## config.mk

```make
export PLATFORM = sky130hd
export DESIGN_NAME = mul_rr_sched
export DESIGN_NICKNAME = d
export VERILOG_FILES = /design/src/rtl/mul_rr_sched_pkg.sv /design/src/rtl/mul_rr_sched_rr_pick.sv /design/src/rtl/mul_rr_sched.sv
export SDC_FILE = /design/constraint.sdc
export NUM_CORES = 1
export LEC_CHECK = 0
export CORE_MARGIN = 5
export CORE_UTILIZATION = 37
export CTS_CLUSTER_DIAMETER = 120
export DETAILED_ROUTE_END_ITERATION = 8
export PLACE_DENSITY = 0.82
export SETUP_SLACK_MARGIN = 0.5
export SLEW_MARGIN = 25
export SYNTH_ARGS = -nofsm -noshare
export SYNTH_HDL_FRONTEND = slang
export SYNTH_SLANG_ARGS = --single-unit
```

## constraint.sdc

```tcl
create_clock -name clk -period 1.8 [get_ports clk]
set_input_delay 0.54 -clock clk [delete_from_list [all_inputs] [get_ports clk]]
set_output_delay 0.54 -clock clk [all_outputs]
set_load 0.03 [all_outputs]
```

## src/rtl/mul_rr_sched_pkg.sv

```systemverilog
// mul_sched_pkg: shared FSM encoding, default sizing and index-width helper
// for the round-robin multiplier scheduler.
package mul_sched_pkg;

    typedef enum logic [1:0] {IDLE, START, WAIT, DONE} state_t;

    localparam int DEF_WIDTH   = 8;
    localparam int DEF_NREQ    = 4;
    localparam int DEF_TIMEOUT = 32;

    // Bits needed to hold an index in 0..n-1, never less than one.
    function automatic int idx_w(input int n);
        return (n > 1) ? $clog2(n) : 1;
    endfunction

endpackage

```

## src/rtl/mul_rr_sched_rr_pick.sv

```systemverilog
// rr_pick: combinational round-robin picker; the search starts one past last_grant.
module rr_pick
    import mul_sched_pkg::*;
#(
    parameter int NREQ = DEF_NREQ,
    localparam int IW  = idx_w(NREQ)
) (
    input  logic [NREQ-1:0] req,
    input  logic [IW-1:0]   last_grant,
    output logic            valid,
    output logic [IW-1:0]   winner
);

    // Walk from the farthest candidate to the nearest so the nearest one wins.
    always_comb begin
        valid  = 1'b0;
        winner = last_grant;
        for (int i = NREQ; i >= 1; i--) begin
            if (req[(int'(last_grant) + i) % NREQ]) begin
                valid  = 1'b1;
                winner = IW'((int'(last_grant) + i) % NREQ);
            end
        end
    end

endmodule

```

## src/rtl/mul_rr_sched.sv

```systemverilog
// mul_rr_sched: shares one sequential multiplier among NREQ requesters with
// round-robin arbitration, a start/finish handshake and a WAIT watchdog.
module mul_rr_sched
    import mul_sched_pkg::*;
#(
    parameter int WIDTH   = DEF_WIDTH,
    parameter int NREQ    = DEF_NREQ,
    parameter int TIMEOUT = DEF_TIMEOUT
) (
    input  logic                    clk,
    input  logic                    rst,
    input  logic [NREQ-1:0]         req,
    input  logic [NREQ*WIDTH-1:0]   a_in,
    input  logic [NREQ*WIDTH-1:0]   b_in,
    output logic [NREQ-1:0]         ack,
    output logic [NREQ-1:0]         done,
    output logic [2*WIDTH-1:0]      res_out,
    output logic                    err,
    output logic                    busy,
    output logic                    mul_start,
    output logic [WIDTH-1:0]        mul_a,
    output logic [WIDTH-1:0]        mul_b,
    input  logic [2*WIDTH-1:0]      mul_res,
    input  logic                    mul_finish
);

    localparam int IW = idx_w(NREQ);
    localparam int TW = idx_w(TIMEOUT);

    state_t             state_q, state_d;
    logic [IW-1:0]      grant_q, grant_d, last_q, last_d;
    logic [TW-1:0]      tmr_q, tmr_d;
    logic [NREQ-1:0]    ack_q, ack_d, done_q, done_d;
    logic [2*WIDTH-1:0] res_q, res_d;
    logic               err_q, err_d, busy_q, busy_d, start_q, start_d;
    logic [WIDTH-1:0]   a_q, a_d, b_q, b_d;
    logic               pick_valid;
    logic [IW-1:0]      pick_id;

    rr_pick #(.NREQ(NREQ)) u_pick (
        .req        (req),
        .last_grant (last_q),
        .valid      (pick_valid),
        .winner     (pick_id)
    );

    always_comb begin
        state_d = state_q;
        grant_d = grant_q;
        last_d  = last_q;
        tmr_d   = tmr_q;
        a_d     = a_q;
        b_d     = b_q;
        ack_d   = '0;
        done_d  = '0;
        res_d   = '0;
        err_d   = 1'b0;
        start_d = 1'b0;
        case (state_q)
            IDLE: if (pick_valid) begin
                state_d          = START;
                grant_d          = pick_id;
                a_d              = a_in[pick_id*WIDTH +: WIDTH];
                b_d              = b_in[pick_id*WIDTH +: WIDTH];
                ack_d[pick_id]   = 1'b1;
                start_d          = 1'b1;
            end
            START: begin
                tmr_d   = '0;
                state_d = WAIT;
            end
            // A finish arriving on the last watchdog cycle still counts as success.
            WAIT: begin
                tmr_d = tmr_q + 1'b1;
                if (mul_finish) begin
                    res_d            = mul_res;
                    done_d[grant_q]  = 1'b1;
                    state_d          = DONE;
                end else if (tmr_q == TW'(TIMEOUT - 1)) begin
                    err_d            = 1'b1;
                    done_d[grant_q]  = 1'b1;
                    state_d          = DONE;
                end
            end
            DONE: begin
                last_d  = grant_q;
                state_d = IDLE;
            end
            default: state_d = IDLE;
        endcase
        busy_d = (state_d != IDLE);
    end

    always_ff @(posedge clk or posedge rst) begin
        if (rst) begin
            state_q <= IDLE;
            grant_q <= '0;
            last_q  <= IW'(NREQ - 1);
            tmr_q   <= '0;
            a_q     <= '0;
            b_q     <= '0;
            ack_q   <= '0;
            done_q  <= '0;
            res_q   <= '0;
            err_q   <= 1'b0;
            busy_q  <= 1'b0;
            start_q <= 1'b0;
        end else begin
            state_q <= state_d;
            grant_q <= grant_d;
            last_q  <= last_d;
            tmr_q   <= tmr_d;
            a_q     <= a_d;
            b_q     <= b_d;
            ack_q   <= ack_d;
            done_q  <= done_d;
            res_q   <= res_d;
            err_q   <= err_d;
            busy_q  <= busy_d;
            start_q <= start_d;
        end
    end

    assign ack       = ack_q;
    assign done      = done_q;
    assign res_out   = res_q;
    assign err       = err_q;
    assign busy      = busy_q;
    assign mul_start = start_q;
    assign mul_a     = a_q;
    assign mul_b     = b_q;

endmodule

```

==> reports/qor.log, run 1 <==
qor: outcome.run_status finished, violations left
qor: route.routed-via-count 2531
qor: die.dieArea 0.00894 mm2
qor: job.max_cap_violations 0
qor: grt.number_of_global_route_vias_before_repair 2742
qor: pwr.p_leak 2.22 nW
qor: grt.gr-usage-all-layers 19.6%
qor: pwr.p_switching 3.29 mW
qor: route.detailedRoute.firstIterationViolations 63
qor: placement.count_of_buffers_from_port_buffering 129
qor: synth.yosys.area.top_type_share 49.2%
qor: clock_tree.cts.hold.buffers_added 0
qor: critical_path.setup.worst_path.start last_q[0]
qor: critical_path.path_max_fanout 6
qor: synth.synthesized_area_divided_by_synthesized_cell_count 11.3 um2
qor: route.firstDrtPassIters 4
qor: worst_hold_path.hp-class flop to flop
qor: clock_tree.skew_pair_late_insertion_delay 0.32 ns
qor: critical_path.endpoint_class_of_the_critical_path flop
qor: pwr.seq_power_share 23.7%
qor: cells_and_area.nFillCells 463
qor: placement.placement.cell_area 0.00413 mm2
qor: die.die_w 94.5 um
qor: pwr.power.switching_fraction 41.0%
qor: synth.ys_ff_latch 54
qor: die.chipHeight 94.5 um
qor: synth.yosysMostFrequentCell dfrtp_1
qor: cells_and_area.area_delta_synth_final 92.2%
qor: grt.grt_pass1_wl 13500 um
qor: cells_and_area.layout_nets 493
qor: synth.synthFlopType dfrtp_1
qor: pwr.power_frac_comb 65.6%
qor: timing.setup_viol 16
qor: clock_tree.numClockSinks 54
qor: clock_tree.root_buffer clkbuf_8
qor: clock_tree.h-tree-depth 2
qor: cells_and_area.antenna_cells 0
qor: synth.synthTopCellsByCount 52 x dfrtp_1, 24 x nor2_1, 19 x and3_1
qor: timing.setup_slack -0.149 ns
qor: placement.gp_routability_congestion 0.736
qor: die.floorplan.initialDensity 38.5%
qor: synth.async_reset_ff_share 100%
qor: timing.fin_skew 0.00461 ns
qor: placement.setup_ws_pre_cts -0.532 ns
qor: timing.fin_tns_setup -0.969 ns
qor: route.wl_met3 565 um
qor: synth.synth.top_cells.by_area dfrtp_1 49%, mux2i_1 6.4%, a221oi_1 5.0%, and2_2 4.5%, and3_1 4.5%
qor: route.routed_via_density 5.08
qor: grt.aggregate_global_routing_overflow 0
qor: critical_path.worst-endpoint-arrival 2.15 ns
qor: pwr.max-vdd-ir-drop 0.909 mV
qor: worst_hold_path.whs_path_depth 1
qor: clock_tree.clockBufferDepth 2
qor: timing.rsz_0062_raised_after_global_routing yes
qor: die.std_cell_rows 30
qor: grt.pin_count_of_the_biggest_net_entering_global_routing 30
qor: die.core-area 0.00687 mm2
qor: route.ant_nets 0
qor: worst_hold_path.worst_hold_startpoint tmr_q[3]
qor: pwr.power_report.internal_total 4.72 mW
qor: cells_and_area.final_layout_size_suffix_gt1_share 46.5%
qor: cells_and_area.cell_area_after_layout 0.00508 mm2
qor: route.drc 0
qor: synth.post-synth-top-area-cell dfrtp_1
qor: critical_path.path_class flop to flop
qor: timing.final.min_clock_period 1.95 ns
qor: critical_path.required 2.00 ns
qor: synth.netlist_area_pre_place 0.00264 mm2
qor: clock_tree.cts_tree yes
qor: pwr.p_total 8.01 mW
qor: timing.finalHoldViolCount 0
qor: route.route.top_layer_used met4
qor: route.met2_routed_wirelength 4850 um
qor: critical_path.cp-start-kind flop
qor: timing.drv_slew 0
qor: clock_tree.num_cts_buffers 5
qor: timing.timing_worst_slew_pin_value 0.284 ns
qor: clock_tree.clk_pin_slew_worst_paths 0.10 ns
qor: route.route.layer.met1.wl 3550 um
qor: pwr.power_per_cell_area 1580 mW/mm2
qor: timing.hold-worst-slack 0.519 ns
qor: synth.yosysUniqueCellTypes 41
qor: synth.synth-warning-count 0
qor: timing.max_freq 513 MHz
qor: placement.dp_wirelength 5800 um
qor: critical_path.critical_path.reg2reg.startpoint last_q[0]
qor: route.route.final.wire_length 9110 um
qor: timing.finalCritPeriodShare 108%
qor: critical_path.worst_r2r_path_depth 8
qor: route.routedWlPerCell 18.3 um
qor: outcome.violations setup timing
qor: synth.synthesis.instances 233
qor: synth.yosysSeqAreaShare 51.2%
qor: pwr.pwr-share-clk 10.7%
qor: die.io_pins 130
qor: synth.synth_enable_flop_cells 0
qor: grt.antenna_found_initial 0
qor: synth.synth.net_count 325
qor: timing.relSlewSlack 81.0%
==> kinds of logic (layout without fill, tap and decap cells) <==
family	Yosys count	count (layout)	share of synthesized area, %
and+or+nand+nor	84	85	18.5
adders and majority gates	5	5	2.37
buffers and inverters	24	192	5.92
muxes	18	18	6.86
AOI/OAI and AO/OA	48	48	15.1
DFF	54	54	51.2
==> power by group through the flow <==
stage | Sequential [mW] | Combinational, mW | Clock (mW)
after global placement | 1.84 | 3.42 | 0
final | 1.90 | 5.25 | 0.855
after detailed placement | 1.86 | 3.50 | 0
after global routing | 1.95 | 5.55 | 0.933
after floorplan | 2.41 | 1.70 | 0
after CTS | 1.88 | 4.62 | 0.867
==> layout make-up <==
type	instances	area, um2	share of cell area, %
timing repair buffer	177	1900	37.4
multi-input combinational	156	1560	30.7
sequential	54	1350	26.6
tap	96	120	2.36
clock buffer	5	68.8	1.35
clock inverter	3	47.5	0.936
inverter	7	30.0	0.591
==> metrics by stage <==
stage               std cells  utilization (%)
floorplan                 233                -
global placement          455             60.1
CTS                       490             69.5
finish                    498             74.0
detailed placement        455             60.1
global route              498             74.0
==> worst max-delay path: stages, from the launching register on <==
cell and delay [ns]:
dfstp_2 0.59, buf_6 0.12, nor2b_4 0.04, o21ai_4 0.21
and3_4 0.29, buf_6 0.12, buf_8 0.13, mux2i_2 0.24
a211oi_1 0.11
==> final timing paths <==
| check | end | slack (ns) |
|---|---|---|
| min | tmr_q[3] | 0.52 |
| max reg2reg | mul_a[7] | -0.15 |
| min reg2reg | tmr_q[3] | 0.52 |
| min in group asynchronous | mul_start | 0.63 |
| max | mul_a[7] | -0.15 |
| max in group asynchronous | last_q[0] | 0.94 |
==> sequential cells by signal, indices dropped and copies added (netlist names) <==
signal     flops
res_out       16
mul_a          8
mul_b          8
tmr_q          5
ack            4
done           4
grant_q        2
last_q         2
state_q        2
busy           1
err            1
mul_start      1
==> cells in the final DEF (no fill, tap or decap), types with 6 or more instances in the layout <==
cell,netlist,layout
a211oi_1,14,7
a211oi_2,2,9
a221oi_2,1,8
and2_2,16,16
and3_1,19,18
buf_12,2,6
buf_4,4,28
buf_6,2,50
clkdlybuf4s50_1,0,82
dfrtp_1,52,52
mux2i_1,17,6
mux2i_2,0,6
nand2_1,6,6
nor2_1,24,20
==> timing repair <==
| action | CTS | global route |
|---|---|---|
| resized for setup | 359 | 44 |
| buffers inserted | 23 | 6 |
| endpoints found under the setup margin | 90 | 91 |
| gates cloned | 4 | 2 |
| pin swaps | 11 | 17 |
==> layer usage <==
layer	GRT usage (%)	vias to the layer above
met4	7.33	0
met5	0	-
li1	-	1174
met1	22.9	1245
met2	34.6	95
met3	4.78	17
(Power assumes the default switching activity.)
==> inputs of run 2 (changes only) <==
Settings changed: CORE_UTILIZATION 37 to 35, PLACE_DENSITY 0.82 to 0.79.
==> run 2 against run 1 <==
The flow still finishes with violations (setup timing). Register-to-register slack better by 0.11 ns. Wire length rose by 2.4%. Cell count grew 0.40%. First-iteration DRC count up 44%. Critical path depth fell by 3. Critical path type unchanged. Critical endpoint is now mul_a[6]. Largest power group unchanged.
==> reports/qor.log, run 2 (same netlist as run 1, synthesis figures left out) <==
qor: critical_path.path_max_fanout 12 [+6]
qor: timing.setup_slack -0.0428 ns [+0.107 ns]
qor: critical_path.cp-start-kind flop
qor: grt.number_of_global_route_vias_before_repair 2783 [+1.5%]
qor: die.std_cell_rows 31 [+3.3%]
qor: critical_path.timing.rr.end mul_a[6]
qor: critical_path.worst-endpoint-arrival 2.06 ns [-0.09 ns]
qor: timing.relSlewSlack 75.4% [-5.5 points]
qor: cells_and_area.final_layout_size_suffix_gt1_share 43.4% [-3.1 points]
qor: clock_tree.root_buffer clkbuf_8
qor: timing.drv_slew 0 [unchanged]
qor: grt.antenna_found_initial 0 [unchanged]
qor: job.max_cap_violations 0 [unchanged]
qor: critical_path.worst_r2r_path_depth 5 [-3]
qor: critical_path.endpoint_class_of_the_critical_path flop
qor: clock_tree.cts_tree yes
qor: placement.count_of_buffers_from_port_buffering 129 [unchanged]
qor: clock_tree.clockBufferDepth 2 [unchanged]
qor: critical_path.cp_num_buf_inv 1 [-2]
qor: clock_tree.h-tree-depth 2 [unchanged]
qor: die.chipHeight 96.9 um [+2.5%]
qor: timing.timing_worst_slew_pin_value 0.368 ns [+0.0838 ns]
qor: die.die_w 96.9 um [+2.5%]
qor: route.route.final.wire_length 9330 um [+2.4%]
qor: timing.fin_skew 0.0132 ns [+0.00859 ns]
qor: timing.final.min_clock_period 1.84 ns [-0.107 ns]
qor: cells_and_area.antenna_cells 0 [unchanged]
qor: route.routed-via-count 2561 [+1.2%]
qor: cells_and_area.register_area 0.00135 mm2 [unchanged]
qor: cells_and_area.largest_reg_flops 16 [unchanged]
qor: die.dieArea 0.00939 mm2 [+5.1%]
qor: cells_and_area.nFillCells 563 [+22%]
qor: timing.setup_viol 14 [-2]
qor: clock_tree.skew_pair_late_insertion_delay 0.31 ns [about the same]
qor: critical_path.crit_chain or3b_4, and3_4, buf_12, mux2i_1, a211oi_1
qor: critical_path.internal_reg_to_reg_setup_slack -0.04 ns [+0.11 ns]
qor: placement.dp_wirelength 5920 um [+2.0%]
qor: worst_hold_path.hp-class flop to flop
qor: worst_hold_path.whs_path_depth 1 [unchanged]
qor: route.routedWlPerCell 18.7 um [+2.0%]
qor: cells_and_area.area_delta_synth_final 87.1%
qor: clock_tree.num_cts_buffers 5 [unchanged]
qor: die.io_pins 130 [unchanged]
qor: grt.pin_count_of_the_biggest_net_entering_global_routing 28 [-6.7%]
qor: critical_path.worst_path_dominant_cell_family simple AND/OR/NAND/NOR gates
qor: clock_tree.numClockSinks 54 [unchanged]
qor: route.drc 0 [unchanged]
qor: timing.max_freq 543 MHz [+5.8%]
qor: outcome.run_status finished, violations left
qor: cells_and_area.multi_input_comb_area 0.00147 mm2 [-5.9%]
qor: grt.aggregate_global_routing_overflow 0 [unchanged]
qor: grt.grt_pass1_wl 14600 um [+8.0%]
qor: route.routed_via_density 5.12 [+0.78%]
qor: timing.hold-worst-slack 0.506 ns [-0.0123 ns]
qor: outcome.violations setup timing
qor: timing.rsz_0062_raised_after_global_routing yes
qor: pwr.max-vdd-ir-drop 1.10 mV [+21%]
qor: route.firstDrtPassIters 4 [unchanged]
qor: critical_path.critical_path.reg2reg.startpoint last_q[0]
qor: worst_hold_path.min_to tmr_q[3]
qor: grt.gr-usage-all-layers 19.3% [-0.29 points]
qor: timing.finalHoldViolCount 0 [unchanged]
qor: route.detailedRoute.firstIterationViolations 91 [+44%]
qor: cells_and_area.layout_nets 492 [-0.20%]
qor: cells_and_area.mostFrequentLayoutCells 82 x clkdlybuf4s50_1, 54 x buf_6, 52 x dfrtp_1
qor: pwr.p_leak 2.21 nW [-0.31%]
qor: die.floorplan.initialDensity 36.3% [-2.2 points]
qor: route.ant_nets 0 [unchanged]
qor: pwr.p_total 7.56 mW [-5.6%]
qor: critical_path.crit_path_max_incr_delay 0.57 ns [-0.02 ns]
qor: timing.finalCritPeriodShare 102% [-5.9 points]
qor: die.core-area 0.00729 mm2 [+6.2%]
qor: critical_path.path_class flop to flop
qor: placement.gp_routability_congestion 0.798 [+8.3%]
qor: pwr.power_per_cell_area 1530 mW/mm2 [-3.0%]
qor: critical_path.required 2.02 ns [+0.02 ns]
qor: cells_and_area.layout.cells.most_common clkdlybuf4s50_1
qor: critical_path.critPathSlowestCell dfstp_2
qor: clock_tree.clk_pin_slew_worst_paths 0.10 ns [about the same]
qor: worst_hold_path.worst_hold_startpoint tmr_q[3]
-- run 2: repair_timing --
item                                    4_1_cts  5_1_grt
setup buffers                                19        8
cloned                                        5        0
resized for setup                           370       19
endpoints found under the setup margin       90       90
hold buffers                                  0        0
pin swaps                                    21       20
endpoints found under the hold margin         0        0
-- run 2: per-layer routing --
| metal | global-route usage (%) | routed length, um | part of all wire (%) |
|---|---|---|---|
| met2 | 33.5 | 4880 | 52 |
| met4 | 6.59 | 179 | 1.9 |
| met5 | 0 | 0 | 0 |
| met1 | 23.7 | 3810 | 41 |
| met3 | 4.03 | 459 | 4.9 |
-- run 2: through the flow --
| step | instance area [um2] | setup WS, ns | TNS [ns] | utilization [%] | std cells |
|---|---|---|---|---|---|
| after global placement | 4150 | -0.513 | -10.57 | 56.9 | 460 |
| final | 4950 | -0.0428 | -0.273 | 67.8 | 500 |
| after global routing | 4950 | -0.0949 | -0.984 | 67.8 | 500 |
| after CTS | 4790 | -0.00446 | -0.00792 | 65.6 | 492 |
| after detailed placement | 4150 | -0.566 | -11.92 | 56.9 | 460 |
| after floorplan | 2710 | -0.0445 | -0.312 | - | 233 |
-- run 2: worst max path at each step --
stage / to / cells past startpoint / start / slack (ns)
final: mul_a[6] / 5 / last_q[0] / -0.04
after global routing: mul_a[1] / 5 / last_q[0] / -0.09
after CTS: mul_a[5] / 5 / last_q[0] / -0.004
after detailed placement: mul_a[3] / 6 / req[2] / -0.57
after global placement: mul_b[6] / 6 / req[2] / -0.51
after floorplan: mul_a[0] / 7 / req[2] / -0.04
-- run 2: worst reg2reg max path, stage by stage (launching register included) --
cell and delay [ns]:
dfstp_2 0.57, or3b_4 0.46, and3_4 0.20, buf_12 0.15, mux2i_1 0.13, a211oi_1 0.23
-- run 2: where the power goes --
part	switching [mW]	internal, mW	total, mW
Clock	0.411	0.422	0.833
Combinational	2.47	2.36	4.82
Sequential	0.285	1.62	1.91
Total	3.16	4.40	7.56
-- run 2: cell type report --
| class | count | share of cell area (%) |
|---|---|---|
| Multi-Input combinational cell | 158 | 29.7 |
| Sequential cell | 54 | 27.4 |
| Inverter | 7 | 0.683 |
| Clock inverter | 3 | 0.961 |
| Tap cell | 99 | 2.50 |
| Timing Repair Buffer | 174 | 37.4 |
| Clock buffer | 5 | 1.39 |
==> inputs of run 3 (changes only) <==
Settings changed: PLACE_DENSITY 0.79 to 0.76, SKIP_LAST_GASP set to 1.
Clock period 1.8 ns to 1.83 ns, I/O delays scaled along.
==> run 3 against run 2 <==
The run still ends with setup timing left. Non-clock buffer count rose by 19. Combinational power increased by 17%. Global-route usage grew 1.3 points. Cell count grew 3.4%. Critical path depth grew 1. First-iteration DRC count decreased by 30%. Largest cell class unchanged.
==> reports/qor.log, run 3 (same netlist as run 1, synthesis figures left out) <==
qor: outcome.run_status finished, violations left
qor: outcome.violations setup timing
qor: placement.dp.cells 462 [+0.43%]
qor: cells_and_area.cell_area_after_layout 0.00531 mm2 [+7.4%]
qor: cells_and_area.layout_nets 509 [+3.5%]
qor: route.route.final.wire_length 10000 um [+7.3%]
qor: critical_path.path_max_fanout 5 [-7]
qor: route.routed-via-count 2626 [+2.5%]
qor: timing.final.min_clock_period 1.91 ns [+0.0686 ns]
qor: pwr.power_per_cell_area 1570 mW/mm2 [+2.6%]
qor: grt.met2_usage 37.0% [+3.6 points]
qor: job.max_cap_violations 0 [unchanged]
qor: clock_tree.numClockSinks 54 [unchanged]
qor: route.detailedRoute.firstIterationViolations 64 [-30%]
qor: placement.setup_ws_pre_cts -0.549 ns [+0.0175 ns]
qor: cells_and_area.finalNonFillerCells 517 [+3.4%]
qor: grt.grt_pass1_wl 15700 um [+7.3%]
qor: cells_and_area.final_layout_size_suffix_gt1_share 47.6% [+4.2 points]
qor: die.std_cell_rows 31 [unchanged]
qor: timing.finalHoldViolCount 0 [unchanged]
qor: timing.max_freq 523 MHz [-3.6%]
qor: clock_tree.root_buffer clkbuf_8
qor: route.ant_nets 0 [unchanged]
qor: grt.grt_most_used_layer met2
qor: placement.placement.cell_area 0.00414 mm2 [-0.30%]
qor: critical_path.critical_path.reg2reg.startpoint last_q[0]
qor: clock_tree.clk_pin_slew_worst_paths 0.11 ns [about the same]
qor: cells_and_area.antenna_cells 0 [unchanged]
qor: grt.aggregate_global_routing_overflow 0 [unchanged]
qor: route.drc 0 [unchanged]
qor: route.firstDrtPassIters 4 [unchanged]
qor: grt.globalRouteMet1Util 24.1% [+0.44 points]
qor: pwr.p_leak 2.37 nW [+6.9%]
qor: grt.antenna_found_initial 0 [unchanged]
qor: worst_hold_path.whs_path_depth 1 [unchanged]
qor: timing.drv_slew 0 [unchanged]
qor: placement.count_of_buffers_from_port_buffering 129 [unchanged]
qor: worst_hold_path.worst_hold_startpoint grant_q[0]
qor: critical_path.timing.rr.end mul_b[6]
qor: critical_path.worst_r2r_path_depth 6 [+1]
qor: timing.rsz_0062_raised_after_global_routing yes
qor: worst_hold_path.min_to done[2]
qor: grt.use_met3 4.75% [+0.72 points]
qor: cells_and_area.nFillCells 506 [-10%]
qor: timing.fin_skew 0.00875 ns [-0.00445 ns]
qor: die.die_w 96.9 um [unchanged]
qor: critical_path.path_class flop to flop
qor: grt.number_of_global_route_vias_before_repair 2870 [+3.1%]
qor: die.dieArea 0.00939 mm2 [unchanged]
qor: worst_hold_path.hp-class flop to flop
qor: timing.setup_slack -0.0814 ns [-0.0386 ns]
qor: timing.finalCritPeriodShare 104% [+2.1 points]
qor: cells_and_area.mostFrequentLayoutCells 82 x clkdlybuf4s50_1, 61 x buf_6, 52 x dfrtp_1
qor: clock_tree.h-tree-depth 2 [unchanged]
qor: route.routedWlPerCell 19.4 um [+3.8%]
qor: clock_tree.cts_tree yes
qor: critical_path.internal_reg_to_reg_setup_slack -0.08 ns [-0.04 ns]
qor: cells_and_area.largest_reg_flops 16 [unchanged]
qor: placement.gp_routability_congestion 0.757 [-5.1%]
qor: die.floorplan.initialDensity 36.3% [unchanged]
qor: pwr.max-vdd-ir-drop 1.06 mV [-3.7%]
qor: timing.relSlewSlack 72.6% [-2.8 points]
qor: critical_path.cp-start-kind flop
qor: grt.pin_count_of_the_biggest_net_entering_global_routing 19 [-32%]
qor: critical_path.required 2.02 ns [about the same]
qor: cells_and_area.post-route-util 72.8% [+5.0 points]
qor: cells_and_area.multi_input_comb_area 0.00154 mm2 [+4.7%]
qor: timing.timing_worst_slew_pin_value 0.408 ns [+0.0409 ns]
qor: placement.dp_wirelength 6050 um [+2.2%]
qor: cells_and_area.register_area 0.00135 mm2 [unchanged]
qor: clock_tree.cts.hold.buffers_added 0 [unchanged]
qor: clock_tree.clockBufferDepth 2 [unchanged]
qor: critical_path.worst-endpoint-arrival 2.10 ns [+0.04 ns]
qor: clock_tree.skew_pair_late_insertion_delay 0.31 ns [about the same]
qor: cells_and_area.layout.cells.most_common clkdlybuf4s50_1
qor: die.io_pins 130 [unchanged]
qor: die.core-area 0.00729 mm2 [unchanged]
qor: die.chipHeight 96.9 um [unchanged]
qor: grt.gr-usage-all-layers 20.6% [+1.3 points]
qor: route.routed_via_density 5.08 [-0.83%]
qor: cells_and_area.area_delta_synth_final 101%
qor: critical_path.endpoint_class_of_the_critical_path flop
qor: clock_tree.num_cts_buffers 5 [unchanged]
qor: timing.setup_viol 16 [+2]
## run 3: worst max-delay path, stage by stage, from the launching register on
cell and delay, ns:
dfstp_2 0.59, or3b_4 0.42, buf_6 0.15, buf_6 0.12, and2_4 0.16, a221oi_4 0.27, a211oi_2 0.07
## run 3: layout make-up
cell class / count / share of cell area [%]
clock buffer: 5 / 1.30
clock inverter: 3 / 0.895
inverter: 7 / 0.636
multi-input combinational: 156 / 28.9
sequential: 54 / 25.5
tap: 99 / 2.33
timing repair buffer: 193 / 40.4
## run 3: power by group
part	internal, mW	total (mW)	switching [mW]	leakage, nW
combinational	2.97	5.62	2.65	1.63
sequential	1.59	1.87	0.277	0.678
clock	0.418	0.837	0.419	0.0591
total	4.98	8.33	3.35	2.37
## run 3: metal layers
| metal | share of wire (%) | up-vias |
|---|---|---|
| met4 | 2.2 | 0 |
| li1 | - | 1214 |
| met5 | 0 | - |
| met1 | 40 | 1301 |
| met3 | 4.5 | 16 |
| met2 | 54 | 95 |
## run 3: worst max path at each step
stage / from / end / slack, ns / cells past startpoint
2_1_floorplan: req[2] / mul_a[0] / -0.02 / 7
6_report: last_q[0] / mul_b[6] / -0.08 / 6
3_5_place_dp: req[2] / mul_b[6] / -0.55 / 8
5_1_grt: last_q[0] / mul_a[6] / -0.16 / 9
4_1_cts: last_q[0] / mul_b[5] / -0.01 / 9
3_3_place_gp: req[2] / mul_b[6] / -0.48 / 6
## run 3: repair_timing
item / in CTS / in global routing
gates resized for setup: 385 / 34
pin swaps: 56 / 15
cloned: 8 / 1
setup buffers: 25 / 13
setup endpoints to repair: 87 / 87
## run 3: metrics by stage
step,power (mW),hold slack (ns),TNS (ns)
global placement,5.15,0.469,-9.73
detailed placement,5.25,0.470,-10.94
finish,8.33,0.537,-0.836
floorplan,4.04,0.444,-0.165
global route,8.76,0.565,-2.27
CTS,7.67,0.495,-0.0552
==> RTL change 1: new RTL, settings of run 3 <==
Take the reset off `a_q`, `b_q` and `res_q` and load them in a clocked block of their own.
--- a/src/rtl/mul_rr_sched.sv
+++ b/src/rtl/mul_rr_sched.sv
@@ -97,11 +97,8 @@
             grant_q <= '0;
             last_q  <= IW'(NREQ - 1);
             tmr_q   <= '0;
-            a_q     <= '0;
-            b_q     <= '0;
             ack_q   <= '0;
             done_q  <= '0;
-            res_q   <= '0;
             err_q   <= 1'b0;
             busy_q  <= 1'b0;
             start_q <= 1'b0;
@@ -110,15 +107,18 @@
             grant_q <= grant_d;
             last_q  <= last_d;
             tmr_q   <= tmr_d;
-            a_q     <= a_d;
-            b_q     <= b_d;
             ack_q   <= ack_d;
             done_q  <= done_d;
-            res_q   <= res_d;
             err_q   <= err_d;
             busy_q  <= busy_d;
             start_q <= start_d;
         end
+    end
+
+    always_ff @(posedge clk) begin
+        a_q   <= a_d;
+        b_q   <= b_d;
+        res_q <= res_d;
     end
 
     assign ack       = ack_q;
Formal check against the unedited RTL: not equivalent (a bounded check fails within 4 cycles, from zero or initial values and one cycle with rst high).
==> RTL change 1 against run 3 <==
Count of clock-buffer cells in the layout grew 2. Cell area up 7.0%. Sequential cell count unchanged. Cell count is 9.1% higher. Critical path depth unchanged. Clock power down 1%. Total power is 0.86% higher. Synthesized cell count up 20%. Maximum frequency up 6.2%. Area after synthesis increased by 6.2%. Largest power group unchanged. Wire length grew 22%. Setup slack improved by 110 ps. Combinational power is 1% lower.
==> RTL change 1: results (changes against run 3) <==
** Outcome
- Outcome :: finished clean

** Place
- The final RePlAce weighted congestion was 0.8808 (+16%).
- The post-placement worst setup slack came to -594.9 ps (-46.30 ps).
- Final HPWL from detailed placement :: 6959 um (+15%)
- Placement Cell Area :: 4549 um^2 (+9.9%)
- Cell count after placement :: 518 (+12%)

** Synthesis
- The portion of the post-synthesis area used by sequential elements came to 48.20% (-3.0 points).
- Yosys cell types :: 34 (-17%)
- Total nets after synthesis :: 372 (+14%)
- The fraction of registers with async set or reset after synthesis was 40.74% (-59 points).
- Most frequent cells after synthesis :: sky130_fd_sc_hd__inv_1 (43), sky130_fd_sc_hd__a32oi_1 (33), sky130_fd_sc_hd__a211oi_1 (32)
- Mean area per synthesized cell :: 10.03 um^2 (-12%)
- Dominant cells by area after synthesis :: sky130_fd_sc_hd__dfrtp_1 (18%), sky130_fd_sc_hd__edfxtp_1 (17%), sky130_fd_sc_hd__dfxtp_1 (11%)

** Power and ir drop
- The reported sequential group power came to 2.03 mW (+9%).
- The switching part of the total power was 40.63% (+0.43 points).
- Static Leak :: 2.458 nW (+3.8%)
- Power density over cell area :: 1477 nW/um^2 (-5.8%)

** STA
- The setup clock skew after layout is 10.74 ps (+1.993 ps).
- Transition time at the pin with the least slew margin :: 388.9 ps (-19.62 ps)
- Tcrit/Tclk final :: 98.32% (-6.1 points)

** Final layout
- Proportion of layout cells with a drive suffix above 1 :: 45.89% (-1.7 points)
- From synthesis to final layout, the design area changed by 102.4%.
- The net count reported at finish came to 553 (+8.6%).
- Final-layout fill cell count :: 466 (-7.9%)

** Clock tree
- Count of instances resized after the clock tree is built :: 395 (+2.6%)
- Setup Buffers After CTS :: 15 (-40%)

** Route
- The number of vias per cell was 5.583 (+9.9%).
- The routed length on met1 was 4566 um (+15%).
- Routed wirelength normalized by instance count :: 21.64 um (+12%)
- The detailed router's first-iteration violation count is 183 (+190%).
- The wire length on met3 came to 929 um (+110%).
- The detailed-router iteration count before antenna repair came to 5 (+1).
- The post-detailed-routing wire length is 12210 um (+22%).

** GRT
- Global-route wire length before repair :: 16520 um (+5.4%)
- Met2 usage :: 37.55% (+0.50 points)
- Routing usage on met3 :: 3.857% (-0.89 points)
- The met1 track demand over resource in global routing came to 26.40% (+2.3 points).
- Global routing usage summed across all routing layers :: 21.27% (+0.67 points)
- The largest net degree at the start of global routing came to 23 (+4).
- The number of global-route vias before repair was 3142 (+9.5%).

** Critical path
- Crit-path max FO :: 7 (+2)
- Register-to-register setup slack :: 30 ps (+110 ps)
- Termination of the worst setup path :: mul_a[7]$_DFFE_PP_
- Launching element of the worst setup path :: last_q[1]$_DFFE_PP1N_
- The delay contributed by the slowest stage of the critical path is 430 ps (-160 ps).
- Critical register-to-register path startpoint :: last_q[1]$_DFFE_PP1N_
- Worst Path Arrival :: 1860 ps (-240 ps)

** Hold path
- Hold Path Sink :: tmr_q[3]$_DFFE_PP0P_
- Hold Path Origin :: tmr_q[3]$_DFFE_PP0P_
[RTL change 1: area by class of cell]
class	instances	area [um^2]	area share (%)
timing repair buffer	201	2246	39.50
multi-input combinational	155	1639	28.83
sequential	54	1374	24.16
inverter	44	182.7	3.213
tap	102	127.6	2.245
clock buffer	7	107.6	1.893
clock inverter	1	8.758	0.1540
[RTL change 1: kinds of logic (layout without fill, tap and decap cells)]
family / Yosys count / in the layout / synth area share (%)
AO/OA/AOI/OAI: 81 / 81 / 23.30
adder cells (fa/ha/maj): 5 / 5 / 2.227
buffers and inverters: 71 / 253 / 9.799
flip-flops: 54 / 54 / 48.20
multiplexers: 19 / 19 / 6.815
AND/OR/NAND/NOR: 50 / 50 / 9.666
[RTL change 1: critical path: cells and delay by family (launching register included)]
| kind | cells | cell delay (ps) |
|---|---|---|
| multiplexers | 1 | 110 |
| AO/OA/AOI/OAI | 2 | 520 |
| buffers and inverters | 2 | 320 |
| AND/OR/NAND/NOR | 1 | 170 |
| flip-flops | 1 | 430 |
==> RTL change 2: new RTL, flow settings as in run 3 <==
Made on the original files. `DEF_TIMEOUT`: 32 -> 64.
--- a/src/rtl/mul_rr_sched_pkg.sv
+++ b/src/rtl/mul_rr_sched_pkg.sv
@@ -6,7 +6,7 @@
 
     localparam int DEF_WIDTH   = 8;
     localparam int DEF_NREQ    = 4;
-    localparam int DEF_TIMEOUT = 32;
+    localparam int DEF_TIMEOUT = 64;
 
     // Bits needed to hold an index in 0..n-1, never less than one.
     function automatic int idx_w(input int n);
Check against the original RTL: same outputs for any inputs over 4 cycles, from zero or initial values and one cycle with rst high; that may be too few to reach the edited logic, so the function may still have changed.
==> RTL change 2 against run 3 <==
The run still ends with setup timing left. Cell area fell by 4.5%. Area after synthesis is 2.2% lower. Sequential cell count is 1 higher. Wire length shrank 9.8%. Cell count decreased by 0.97%. Setup slack got worse by 1.6 ps. Total power is 11% lower. Critical path type unchanged. Highest routed layer unchanged.
==> RTL change 2: results (changes against run 3) <==
** Critical path
- In this run the critical register-to-register path is captured at mul_a[6]$_DFFE_PP0P_.
- The endpoint arrival time on the critical path was 2130 ps (+30 ps).
- R2R depth :: 5 (-1)

** Final layout
- The layout cell share with drive strength beyond 1 was 41.65% (-6.0 points).

** Hold path
- Hold Path Sink :: tmr_q[4]$_DFFE_PP0P_
- Hold Path Origin :: tmr_q[4]$_DFFE_PP0P_

** Place
- Cell count after placement :: 476 (+3.0%)
- The detailed-placement wirelength estimate is 5646 um (-6.6%).

** Synthesis
- The portion of the post-synthesis area used by sequential elements was 53.34% (+2.1 points).
- Total nets after synthesis :: 333 (+2.5%)

** Outcome
- The run finished, with violations left.
- Violated checks :: setup timing

** Route
- Routed wl met2 :: 4857 um (-9.5%)
- The number of vias in the routed layout came to 2536 (-3.4%).
- The average wire length per cell after detail routing came to 17.63 um (-8.9%).

** Power and ir drop
- The worst supply voltage drop on vdd was 718.0 uV (-32%).

** Clock tree
- The number of buffers inserted by post-CTS setup repair is 19 (-24%).

** STA
- The post-route worst setup slack was -82.92 ps (-1.563 ps).
- The setup violation total in the final timing report was 15 (-1).
- The setup TNS after final layout was -489.1 ps (+346.7 ps).

** GRT
- Vias in the first global route :: 2697 (-6.0%)
- The global routing usage on met2 was 33.58% (-3.5 points).
- Maximum number of pins on one net before global-route repair :: 56 (+37)
- Global routing usage summed across all routing layers :: 18.72% (-1.9 points)
- The routing usage on met3 was 2.971% (-1.8 points).
RTL change 2: power by group:
part / leakage (nW) / switching (mW) / internal [mW]
clock network: 0.0515 / 0.442 / 0.289
logic: 1.49 / 2.40 / 2.39
registers: 0.695 / 0.274 / 1.61
total: 2.24 / 3.11 / 4.29
RTL change 2: logic make-up (layout without fill, tap and decap cells):
group                      Yosys count  in the layout  share of synthesized area (%)
xor gates and xnor gates             1              1                         0.3389
adders and majority gates            4              4                          1.936
muxes                               18             18                          7.018
buffers and inverters               24            195                          4.501
DFF                                 55             55                          53.34
and+or+nand+nor                     91             91                          18.78
AOI/OAI and AO/OA                   49             49                          14.09
RTL change 2: area by class of cell:
cell class	instances	area [um^2]	area share (%)
timing repair buffer	179	1919	37.82
tap	99	123.9	2.441
clock buffer	5	68.82	1.356
multi-input combinational	163	1516	29.88
inverter	8	33.78	0.6657
sequential	55	1379	27.17
clock inverter	3	33.78	0.6657
